<file path="config.mk">
export PLATFORM = sky130hd
export DESIGN_NAME = hazard_ctrl
export DESIGN_NICKNAME = d
export VERILOG_FILES = /design/src/rtl/hazard_ctrl_pkg.sv /design/src/rtl/hazard_ctrl_mdu_latency_cnt.sv /design/src/rtl/hazard_ctrl.sv
export SDC_FILE = /design/constraint.sdc
export NUM_CORES = 1
export LEC_CHECK = 0
export CAP_MARGIN = 20
export CORE_MARGIN = 2
export CORE_UTILIZATION = 27
export DETAILED_ROUTE_END_ITERATION = 16
export HOLD_SLACK_MARGIN = 0.02
export PLACE_DENSITY = 0.5
export SLEW_MARGIN = 15
export SYNTH_ARGS = -nofsm -noshare
export SYNTH_HDL_FRONTEND = slang
export SYNTH_HIERARCHICAL = 1
export SYNTH_SLANG_ARGS = --single-unit
</file>
<file path="constraint.sdc">
create_clock -name clk -period 5.3 [get_ports clk]
set_input_delay 1.325 -clock clk [delete_from_list [all_inputs] [get_ports clk]]
set_output_delay 1.325 -clock clk [all_outputs]
set_load 0.01 [all_outputs]
</file>
<file path="src/rtl/hazard_ctrl_pkg.sv">
// -----------------------------------------------------------------------------
// hazard_ctrl_pkg
//   Shared control encodings for the pipeline hazard controller:
//     - hazard FSM state encoding
//     - default latency / timeout parameter values
//     - DMRd (data-memory read type) and NPC (next-PC select) encodings
//     - load-use detection helper
// -----------------------------------------------------------------------------
package hazard_ctrl_pkg;

    // Default parameter values for hazard_ctrl
    localparam int MDU_LAT_DEF     = 32;
    localparam int MEM_TIMEOUT_DEF = 64;

    // Width of the MDU latency counter (holds MDU_LAT-1 for MDU_LAT <= 255)
    localparam int CNT_W = 8;
    localparam int REG_W = 5;

    // Hazard FSM states
    typedef enum logic [1:0] {
        ST_RUN      = 2'd0,
        ST_MDU_WAIT = 2'd1,
        ST_MEM_WAIT = 2'd2
    } hz_state_e;

    // Data-memory read type; anything other than DMRD_NOP is a load
    localparam logic [2:0] DMRD_NOP = 3'd0;
    localparam logic [2:0] DMRD_LW  = 3'd1;
    localparam logic [2:0] DMRD_LH  = 3'd2;
    localparam logic [2:0] DMRD_LHU = 3'd3;
    localparam logic [2:0] DMRD_LB  = 3'd4;
    localparam logic [2:0] DMRD_LBU = 3'd5;

    // Next-PC select
    localparam logic [1:0] NPC_PLUS4  = 2'd0;
    localparam logic [1:0] NPC_BRANCH = 2'd1;
    localparam logic [1:0] NPC_JUMP   = 2'd2;
    localparam logic [1:0] NPC_JREG   = 2'd3;

    // Load-use: the load in ID/EXE writes a register the ID instruction reads.
    // $0 is hard-wired to zero and never creates a dependency.
    function automatic logic load_use_hit(
        input logic             mem_read,
        input logic [REG_W-1:0] exe_rd,
        input logic [REG_W-1:0] id_rs,
        input logic [REG_W-1:0] id_rt,
        input logic             use_rt
    );
        return mem_read && (exe_rd != '0) &&
               ((exe_rd == id_rs) || (use_rt && (exe_rd == id_rt)));
    endfunction

endpackage

</file>
<file path="src/rtl/hazard_ctrl_mdu_latency_cnt.sv">
// -----------------------------------------------------------------------------
// mdu_latency_cnt
//   Down-counter tracking the remaining multiply/divide latency.
//   Ports:
//     clk, rst   : clock, synchronous active-high reset (count -> 0)
//     load       : load load_val (has priority over dec)
//     load_val   : value to load
//     dec        : decrement by one, saturating at zero
//     zero       : count is zero
// -----------------------------------------------------------------------------
module mdu_latency_cnt #(
    parameter int W = 8
) (
    input  logic         clk,
    input  logic         rst,
    input  logic         load,
    input  logic [W-1:0] load_val,
    input  logic         dec,
    output logic         zero
);

    logic [W-1:0] cnt_q;
    logic [W-1:0] cnt_d;

    always_comb begin
        cnt_d = cnt_q;
        if (load) begin
            cnt_d = load_val;
        end else if (dec && (cnt_q != '0)) begin
            cnt_d = cnt_q - W'(1);
        end
    end

    always_ff @(posedge clk) begin
        if (rst) begin
            cnt_q <= '0;
        end else begin
            cnt_q <= cnt_d;
        end
    end

    assign zero = (cnt_q == '0);

endmodule

</file>
<file path="src/rtl/hazard_ctrl.sv">
// -----------------------------------------------------------------------------
// hazard_ctrl
//   Pipeline hazard controller: generates stage stall/flush controls for
//   data-memory waits, multi-cycle mult/div, taken branches and load-use.
//   Priority: memory freeze > MDU > branch > load-use.
//
//   Parameters:
//     MDU_LAT     : mult/div latency in cycles (2..255)
//     MEM_TIMEOUT : consecutive frozen cycles after which mem_err is raised
//   Ports:
//     clk, rst                 : clock, synchronous active-high reset
//     ID_rs, ID_rt, ID_useRt   : source registers of the ID instruction
//     IDEXE_rd, IDEXE_memRead  : destination / load flag in ID/EXE
//     EXE_branchTaken          : EXE redirects the PC
//     EXE_mduStart             : EXE holds a mult/div
//     mem_req, mem_ready       : data-memory access and completion
//     *_stall / *_flush        : hold stage / load NOP into stage
//     mdu_busy                 : a mult/div is outstanding
//     mem_err                  : sticky memory timeout flag
//
//   Stall/flush outputs are combinational from state and current inputs and
//   are forced low while rst is high. The wait counter counts frozen cycles
//   including the first; when it reaches MEM_TIMEOUT, mem_err is set and the
//   FSM leaves MEM_WAIT.
// -----------------------------------------------------------------------------
module hazard_ctrl
    import hazard_ctrl_pkg::*;
#(
    parameter int MDU_LAT     = MDU_LAT_DEF,
    parameter int MEM_TIMEOUT = MEM_TIMEOUT_DEF
) (
    input  logic             clk,
    input  logic             rst,
    input  logic [REG_W-1:0] ID_rs,
    input  logic [REG_W-1:0] ID_rt,
    input  logic             ID_useRt,
    input  logic [REG_W-1:0] IDEXE_rd,
    input  logic             IDEXE_memRead,
    input  logic             EXE_branchTaken,
    input  logic             EXE_mduStart,
    input  logic             mem_req,
    input  logic             mem_ready,
    output logic             PC_stall,
    output logic             IFID_stall,
    output logic             IDEXE_stall,
    output logic             EXEMEM_stall,
    output logic             IFID_flush,
    output logic             IDEXE_flush,
    output logic             EXEMEM_flush,
    output logic             mdu_busy,
    output logic             mem_err
);

    localparam int                 WAIT_W    = $clog2(MEM_TIMEOUT + 1);
    localparam logic [WAIT_W:0]    TIMEOUT_V = (WAIT_W + 1)'(MEM_TIMEOUT);
    localparam logic [CNT_W-1:0]   MDU_LOAD  = CNT_W'(MDU_LAT - 1);

    hz_state_e         state_q, state_d;
    hz_state_e         ret_q, ret_d;      // state to resume after MEM_WAIT
    hz_state_e         eff_state;         // state whose rules apply this cycle
    logic [WAIT_W-1:0] wait_q, wait_d;
    logic [WAIT_W:0]   wait_inc;
    logic              mem_err_q, mem_err_d;

    logic freeze;
    logic load_use;
    logic cnt_load, cnt_dec, cnt_zero;

    logic pc_stall_c, ifid_stall_c, idexe_stall_c, exemem_stall_c;
    logic ifid_flush_c, idexe_flush_c, exemem_flush_c;

    mdu_latency_cnt #(
        .W (CNT_W)
    ) u_mdu_cnt (
        .clk      (clk),
        .rst      (rst),
        .load     (cnt_load),
        .load_val (MDU_LOAD),
        .dec      (cnt_dec),
        .zero     (cnt_zero)
    );

    // While waiting on memory, the suspended state's rules still govern the
    // MDU countdown and the cycle on which the wait ends.
    assign eff_state = (state_q == ST_MEM_WAIT) ? ret_q : state_q;
    assign freeze    = mem_req & ~mem_ready;
    assign load_use  = load_use_hit(IDEXE_memRead, IDEXE_rd, ID_rs, ID_rt, ID_useRt);

    always_comb begin
        state_d        = state_q;
        ret_d          = ret_q;
        wait_d         = wait_q;
        mem_err_d      = mem_err_q;
        cnt_load       = 1'b0;
        cnt_dec        = 1'b0;
        pc_stall_c     = 1'b0;
        ifid_stall_c   = 1'b0;
        idexe_stall_c  = 1'b0;
        exemem_stall_c = 1'b0;
        ifid_flush_c   = 1'b0;
        idexe_flush_c  = 1'b0;
        exemem_flush_c = 1'b0;

        // Frozen cycles counted so far, including this one
        wait_inc = ((state_q == ST_MEM_WAIT) ? {1'b0, wait_q} : '0) + (WAIT_W + 1)'(1);

        if (freeze) begin
            pc_stall_c     = 1'b1;
            ifid_stall_c   = 1'b1;
            idexe_stall_c  = 1'b1;
            exemem_stall_c = 1'b1;
            // MDU keeps counting down (saturating) while memory holds the pipe
            cnt_dec        = (eff_state == ST_MDU_WAIT);
            ret_d          = eff_state;
            if (wait_inc >= TIMEOUT_V) begin
                mem_err_d = 1'b1;
                state_d   = eff_state;
                wait_d    = '0;
            end else begin
                state_d   = ST_MEM_WAIT;
                wait_d    = wait_inc[WAIT_W-1:0];
            end
        end else begin
            wait_d  = '0;
            state_d = eff_state;
            case (eff_state)
                ST_MDU_WAIT: begin
                    if (!cnt_zero) begin
                        pc_stall_c     = 1'b1;
                        ifid_stall_c   = 1'b1;
                        idexe_stall_c  = 1'b1;
                        exemem_flush_c = 1'b1;
                        cnt_dec        = 1'b1;
                    end else begin
                        // Result captured this cycle; pipeline proceeds
                        state_d = ST_RUN;
                    end
                end
                default: begin
                    if (EXE_mduStart) begin
                        pc_stall_c     = 1'b1;
                        ifid_stall_c   = 1'b1;
                        idexe_stall_c  = 1'b1;
                        exemem_flush_c = 1'b1;
                        cnt_load       = 1'b1;
                        state_d        = ST_MDU_WAIT;
                    end else if (EXE_branchTaken) begin
                        // Branch wins over load-use: the dependent ID
                        // instruction is squashed, so no stall is needed.
                        ifid_flush_c  = 1'b1;
                        idexe_flush_c = 1'b1;
                    end else if (load_use) begin
                        pc_stall_c    = 1'b1;
                        ifid_stall_c  = 1'b1;
                        idexe_flush_c = 1'b1;
                    end
                end
            endcase
        end
    end

    always_ff @(posedge clk) begin
        if (rst) begin
            state_q   <= ST_RUN;
            ret_q     <= ST_RUN;
            wait_q    <= '0;
            mem_err_q <= 1'b0;
        end else begin
            state_q   <= state_d;
            ret_q     <= ret_d;
            wait_q    <= wait_d;
            mem_err_q <= mem_err_d;
        end
    end

    assign PC_stall     = pc_stall_c     & ~rst;
    assign IFID_stall   = ifid_stall_c   & ~rst;
    assign IDEXE_stall  = idexe_stall_c  & ~rst;
    assign EXEMEM_stall = exemem_stall_c & ~rst;
    assign IFID_flush   = ifid_flush_c   & ~rst;
    assign IDEXE_flush  = idexe_flush_c  & ~rst;
    assign EXEMEM_flush = exemem_flush_c & ~rst;

    // Busy while a mult/div is outstanding, including while memory-frozen
    assign mdu_busy = (eff_state == ST_MDU_WAIT);
    assign mem_err  = mem_err_q;

endmodule

</file>
* Yosys cells after proc, flatten, opt, wreduce, memory -nomap -nowiden
Index checks and enable logic that the tools add are counted.
** Operators by class
- Add/sub/neg operators :: 2
- $lt $le $gt $ge :: 1
- Eq/ne operators :: 4
- Mux-type cells :: 32
- Bitwise operators :: 10
- Reduce and logical (&&, ||, !) cells :: 12
** Operators with widths (count)
- $mux 1 :: 23
- $mux 2 :: 6
- $eq 5x5->1 :: 2
- $mux 5 :: 2
- $add 7x1->8 const B :: 1
- $ge 8x7->1 const B :: 1
- $logic_not 8->1 :: 1
- $reduce_bool 8->1 :: 1
- $sub 8x1->8 const B :: 1
- $and 1x1->1 :: 7
- $mux 7 :: 1
- $reduce_bool 5->1 :: 1
- $logic_and 1x1->1 :: 4
- $not 1->1 :: 3
- $reduce_or 3->1 :: 1
- $eq 2x1->1 const B :: 1
- $eq 2x2->1 const B :: 1
- $reduce_and 2->1 :: 1
- $reduce_bool 2->1 :: 1
- $reduce_or 2->1 :: 1
- $logic_or 1x1->1 :: 1
** Word-level totals
- Flip-flop bits (word level) :: 20
- Output and inout bits :: 9

* Logic depth before layout (Yosys ltp)
- Depth in word-level cells :: 10
- Gate-level depth with buffers :: 9
- Gate-level depth less buffers :: 9

* By module
The synthesis kept the hierarchy.
** Modules (own cells, without submodules)
- hazard_ctrl :: times used 1, cells an instance 94, area each 775.7 µm²
- mdu_latency_cnt :: times used 1, cells an instance 59, area each 515.5 µm²

* Worst setup path before layout
OpenSTA, ideal clock, no wires.
- Kind :: input port to output port
- Start :: input port IDEXE_rd[3]
- End :: output port PC_stall
- Data arrival time :: 2.550 ns
- Data required time :: 3.975 ns
- Path slack :: 1.425 ns
- Stages :: 5
- Path through :: xor2_1 > nor4_1 > a32oi_1 > o32ai_1 > buf_4
** On the way
- Word-level cells in the longest chain between the ends :: 10
- Elaborated cells between the ends (all ways) :: 13
- Classes of those cells :: eq/ne (2); mux (5); bitwise (1); reduce/logical (5)
** Ends and longest elaborated chain
- start: declaration :: RTL line hazard_ctrl.sv:37 : input logic [REG_W-1:0] IDEXE_rd,
- $eq 5x5->1 :: RTL line hazard_ctrl_pkg.sv:50 : ((exe_rd == id_rs) || (use_rt && (exe_rd == id_rt)));
- $logic_and 1x1->1 :: RTL line hazard_ctrl_pkg.sv:50
- $logic_or 1x1->1 :: RTL line hazard_ctrl_pkg.sv:50
- $logic_and 1x1->1 (*) :: RTL line hazard_ctrl_pkg.sv:49 : return mem_read && (exe_rd != '0) &&
- $mux 1 (*) (5 in a row)
- $and 1x1->1 (*)
- end: declaration :: RTL line hazard_ctrl.sv:43 : output logic PC_stall,
Mark *: on every way between the ends. The rest lies on a longest branch, timed or not.

* Worst setup path in the final report
- Start :: input port IDEXE_rd[3]
- End :: output port PC_stall
** On the way
- Word-level cells in the longest chain between the ends :: 10
- Elaborated cells between the ends (all ways) :: 13
- Classes of those cells :: eq/ne (2); mux (5); bitwise (1); reduce/logical (5)
** Ends and longest elaborated chain
- $eq 5x5->1 :: RTL line hazard_ctrl_pkg.sv:50
- $logic_and 1x1->1 :: RTL line hazard_ctrl_pkg.sv:50
- $logic_or 1x1->1 :: RTL line hazard_ctrl_pkg.sv:50
- $logic_and 1x1->1 (*) :: RTL line hazard_ctrl_pkg.sv:49
- $mux 1 (*) :: RTL line hazard_ctrl.sv:152 : end else if (load_use) begin
- $mux 1 (*) :: RTL line hazard_ctrl.sv:147 : end else if (EXE_branchTaken) begin
- $mux 1 (*) :: RTL line hazard_ctrl.sv:140 : if (EXE_mduStart) begin
- $mux 1 (*) :: RTL line hazard_ctrl.sv:126 : case (eff_state)
- $mux 1 (*) :: RTL line hazard_ctrl.sv:107 : if (freeze) begin
- $and 1x1->1 (*) :: RTL line hazard_ctrl.sv:176 : assign PC_stall = pc_stall_c & ~rst;
Marks and branches as above.

==> results_tabular.tex <==
\begin{tabular}{lr}
\hline
Metric & Value \\
\hline
\multicolumn{2}{l}{\textbf{STA}} \\
\quad Ratio of final minimum period to clock period & 91.06\% \\
\quad Pins over their slew limit & 0 \\
\quad Setup\_tns & 0 ns \\
\quad Setup repair after global routing missed its margin & false \\
\quad Setup violation total in the final timing report & 0 \\
\quad Final critical path time including I/O delays and setup & 4.826 ns \\
\quad Maximum clock frequency & 207.2 MHz \\
\quad Endpoints failing hold & 0 \\
\quad Normalized max-slew margin & 62.61\% \\
\quad Tightest Pin Transition & 0.5608 ns \\
\quad Final clock skew & between 0.003 and 0.004 ns \\
\multicolumn{2}{l}{\textbf{Worst setup path}} \\
\quad Type of origin of the critical path & input pin \\
\quad Setup Crit Path Kind & input pin to output port \\
\quad Cell depth of the worst flop-to-flop path & 7 \\
\quad Reg-to-Reg Start & state\_q[1]\$\_SDFF\_PP0\_ \\
\quad Data arrival time of the worst path & 3.50 ns \\
\quad Maximum fanout encountered on the critical timing path & 3 \\
\quad Endpoint type of the worst setup path & output port \\
\quad Endpoint of the worst register-to-register path & u\_mdu\_cnt/cnt\_q[7]\$\_SDFFE\_PP0P\_ \\
\quad Worst setup slack for register-to-register paths & 2.71 ns \\
\quad Required time of the critical path & between 3 and 4 ns \\
\multicolumn{2}{l}{\textbf{Pwr}} \\
\quad Net Sw Frac & 28.33\% \\
\quad Power density over cell area & 258.8 nW/um\^{}2 \\
\quad Sequential group share of total power & about two fifths \\
\quad Internal power summed over all cells & 0.0003264 W \\
\quad Power Total & 0.0004554 W \\
\quad Leakage dissipation & roughly 0.65 nW \\
\quad Power share of the combinational group & 27.5\% \\
\quad Net load switching power & 0.0001290 W \\
\quad Share of power burned in the clock network & between 30\% and 40\% \\
\quad Largest voltage drop on the vdd net & 0.1885 mV \\
\multicolumn{2}{l}{\textbf{Routing}} \\
\quad Remaining antenna violation count & 0 \\
\quad Count of vias placed by the detailed router & 1,192 \\
\quad Violation count after the first detailed-routing iteration & 67 \\
\quad Detailed-routing iteration count for the pre-antenna-repair pass & 4 \\
\quad WL/cell & 12.70 microns \\
\quad Vias per cell & 4.846 \\
\quad Sum of routed wire length over all layers & between 3 and 4 mm \\
\quad Number of remaining DRC errors & 0 \\
\multicolumn{2}{l}{\textbf{Synth}} \\
\quad Number of library cell types mapped by synthesis & 51 \\
\quad Gate count after technology mapping & 153 \\
\quad Number of enable flip-flop cells after synthesis & 0 \\
\quad Average cell area after synthesis & about 8.4 sq um \\
\quad Flip-flop and latch count after synthesis & 20 \\
\quad Yosys warnings & 6 \\
\quad Synth async-reset ratio & 0\% \\
\quad Most frequently used flop master after synthesis & sky130\_fd\_sc\_hd\_\_dfxtp\_1 \\
\quad Mapped cell area & approximately 1300 sq um \\
\quad Proportion of synthesized chip area in sequential cells & 31.01\% \\
\multicolumn{2}{l}{\textbf{Floorplan}} \\
\quad Core area & between 4000 and 5000 sq um \\
\quad Rows & 25 \\
\quad Die footprint & 5352 sq um \\
\quad DIE HEIGHT & 73.16 microns \\
\quad Overall die width & 73.16 microns \\
\quad Number of I/O pins & 32 \\
\quad Initial core utilization & 27.70\% \\
\multicolumn{2}{l}{\textbf{Layout}} \\
\quad Leading cell types in the layout, fill and taps excluded & sky130\_fd\_sc\_hd\_\_clkdlybuf4s50\_1, sky130\_fd\_sc\_hd\_\_dfxtp\_1, sky130\_fd\_sc\_hd\_\_nor2\_1 \\
\quad FILL cells & 475 \\
\quad N\_diodes & 0 \\
\quad Ratio of cells with drive above 1 in the final layout & approximately 8.3\% \\
\quad Most common library cell in the layout ignoring fill and taps & sky130\_fd\_sc\_hd\_\_clkdlybuf4s50\_1 \\
\quad Area grow syn2layout & 36.24\% \\
\quad Layout Nets & 219 \\
\multicolumn{2}{l}{\textbf{Global routing}} \\
\quad First-pass GRT wire length & between 5 and 6 mm \\
\quad Initial antenna violation count & 0 \\
\quad Total congestion overflow & 0 \\
\quad Largest net degree at the start of global routing & 13 \\
\quad Global routing usage summed across all routing layers & 12.83\% \\
\quad Via count of the first global-routing pass & 1,182 \\
\multicolumn{2}{l}{\textbf{Worst hold path}} \\
\quad Hold path start & mem\_err\$\_SDFFE\_PP0P\_ \\
\quad Terminating pin of the worst hold path & mem\_err\$\_SDFFE\_PP0P\_ \\
\quad Class of the most critical hold timing path & register to register \\
\quad Worst hold path depth & 2 \\
\multicolumn{2}{l}{\textbf{Clock network}} \\
\quad Setup fix buffers added after clock tree synthesis & 0 \\
\quad Clock transition at the registers of the reported paths & 0.08 ns \\
\quad Number of hold buffers added after cts & 0 \\
\quad Inserted Clock Buffers & 3 \\
\quad TritonCTS clock tree & done \\
\quad Number of resized instances in the post-cts repair step & 0 \\
\quad H-tree levels & 1 \\
\quad Worst-case clock buffer depth & 2 \\
\quad Number of clock sinks & 20 \\
\quad Clock root buffer master & sky130\_fd\_sc\_hd\_\_clkbuf\_8 \\
\quad Worst-Skew Late Latency & 0.26 ns \\
\multicolumn{2}{l}{\textbf{Place}} \\
\quad RePlAce Congestion & 0.7683 \\
\quad Port Buffers & 31 \\
\quad Placed wire-length estimate after detailed placement & roughly 2.5 mm \\
\multicolumn{2}{l}{\textbf{Run}} \\
\quad Count of maximum capacitance violations & 0 \\
\multicolumn{2}{l}{\textbf{Status}} \\
\quad Outcome & finished, final reports clean \\
\hline
\end{tabular}
## logic make-up after synthesis
family,Yosys count,synth area share [%]
simple gates,62,29.75
compound gates,36,19.67
flops,20,31.01
xor+xnor,17,11.53
buf+inv,12,3.779
fa+ha+maj,3,2.907
other cells,2,0.5816
mux,1,0.7752
## flip-flops by register name (all words and copies together), names as in the netlist
| signal | flops |
|---|---|
| u_mdu_cnt/cnt_q | 8 |
| wait_q | 7 |
| ret_q | 2 |
| state_q | 2 |
| mem_err | 1 |
## cell usage after synthesis, types with 2 or more instances
| cell | number | area [sq um] |
|---|---|---|
| sky130_fd_sc_hd__a211oi_1 | 2 | 15.01 |
| sky130_fd_sc_hd__nor2b_1 | 3 | 18.77 |
| sky130_fd_sc_hd__or4_2 | 2 | 17.52 |
| sky130_fd_sc_hd__nand3_1 | 3 | 15.01 |
| sky130_fd_sc_hd__o21ai_1 | 3 | 15.01 |
| sky130_fd_sc_hd__nand2b_1 | 3 | 18.77 |
| sky130_fd_sc_hd__a21oi_1 | 11 | 55.05 |
| sky130_fd_sc_hd__nand2_1 | 4 | 15.01 |
| sky130_fd_sc_hd__o21ai_0 | 5 | 25.02 |
| sky130_fd_sc_hd__inv_1 | 6 | 22.52 |
| sky130_fd_sc_hd__nor3b_1 | 4 | 30.03 |
| sky130_fd_sc_hd__a311oi_1 | 2 | 17.52 |
| sky130_fd_sc_hd__xor2_1 | 12 | 105.1 |
| sky130_fd_sc_hd__dfxtp_1 | 20 | 400.4 |
| sky130_fd_sc_hd__o21a_1 | 2 | 15.01 |
| sky130_fd_sc_hd__nor2_1 | 18 | 67.56 |
| sky130_fd_sc_hd__xnor2_1 | 5 | 43.79 |
| sky130_fd_sc_hd__conb_1 | 2 | 7.510 |
| sky130_fd_sc_hd__nor3_1 | 3 | 15.01 |
| sky130_fd_sc_hd__ha_1 | 3 | 37.54 |
| sky130_fd_sc_hd__nor4_1 | 3 | 18.77 |
| sky130_fd_sc_hd__or4_1 | 3 | 22.52 |
| sky130_fd_sc_hd__clkbuf_1 | 3 | 11.26 |
| sky130_fd_sc_hd__or3_2 | 2 | 15.01 |
| sky130_fd_sc_hd__and2_1 | 3 | 18.77 |
## cell type report
class                      count  area, sq um  share of cell area, %
multi-input combinational    128        868.3                  49.36
sequential                    20        400.4                  22.76
timing repair buffer          33        325.3                  18.49
tap                           54        67.56                  3.841
clock buffer                   3        41.29                  2.347
clock inverter                 1        30.03                  1.707
inverter                       7        26.28                  1.494
## worst max-delay path by stage
stage,to,cells past startpoint,startpoint,slack [ns]
floorplan,PC_stall,5,IDEXE_rd[3],1.42
global placement,IFID_stall,6,IDEXE_rd[3],0.64
detailed placement,PC_stall,6,IDEXE_rd[3],0.51
CTS,PC_stall,6,IDEXE_rd[3],0.51
global route,PC_stall,6,IDEXE_rd[2],0.31
finish,PC_stall,6,IDEXE_rd[3],0.47
## worst max-delay path, cell delays in order
cell                              delay [ns]
sky130_fd_sc_hd__clkdlybuf4s50_1        0.48
sky130_fd_sc_hd__xor2_1                 0.19
sky130_fd_sc_hd__nor4_1                 0.31
sky130_fd_sc_hd__a32oi_1                0.17
sky130_fd_sc_hd__o32ai_1                0.41
sky130_fd_sc_hd__clkdlybuf4s50_1        0.62
## metrics by stage
stage                     setup slack (ns)  hold WS, ns  cell area (sq um)  util, %  std cells
after CTS                           0.5123       0.4929               1759    37.75        246
after global routing                0.3126       0.5308               1759    37.75        246
after detailed placement            0.5128       0.4687               1688    36.21        242
after global placement              0.6357       0.4556               1688    36.21        242
after floorplan                      1.425       0.4722               1318        -        160
final                               0.4737       0.4901               1759    37.75        246
## power groups by stage
stage,Sequential (W),Combinational (W),Clock (W)
finish,0.000173,0.000125,0.000157
CTS,0.000173,0.000126,0.000160
global placement,0.000177,0.000124,0
floorplan,0.000174,0.0000824,0
global route,0.000176,0.000139,0.000171
detailed placement,0.000177,0.000125,0
## metal layers
metal	routed length, microns	vias to the layer above	global-route usage [%]	share of wire [%]
met5	0	-	0	0
met4	15	0	3.704	0.48
met3	57	2	2.210	1.8
met2	1636	7	23.22	52
met1	1415	561	15.37	45
li1	-	622	-	-
(Power assumes the default switching activity.)
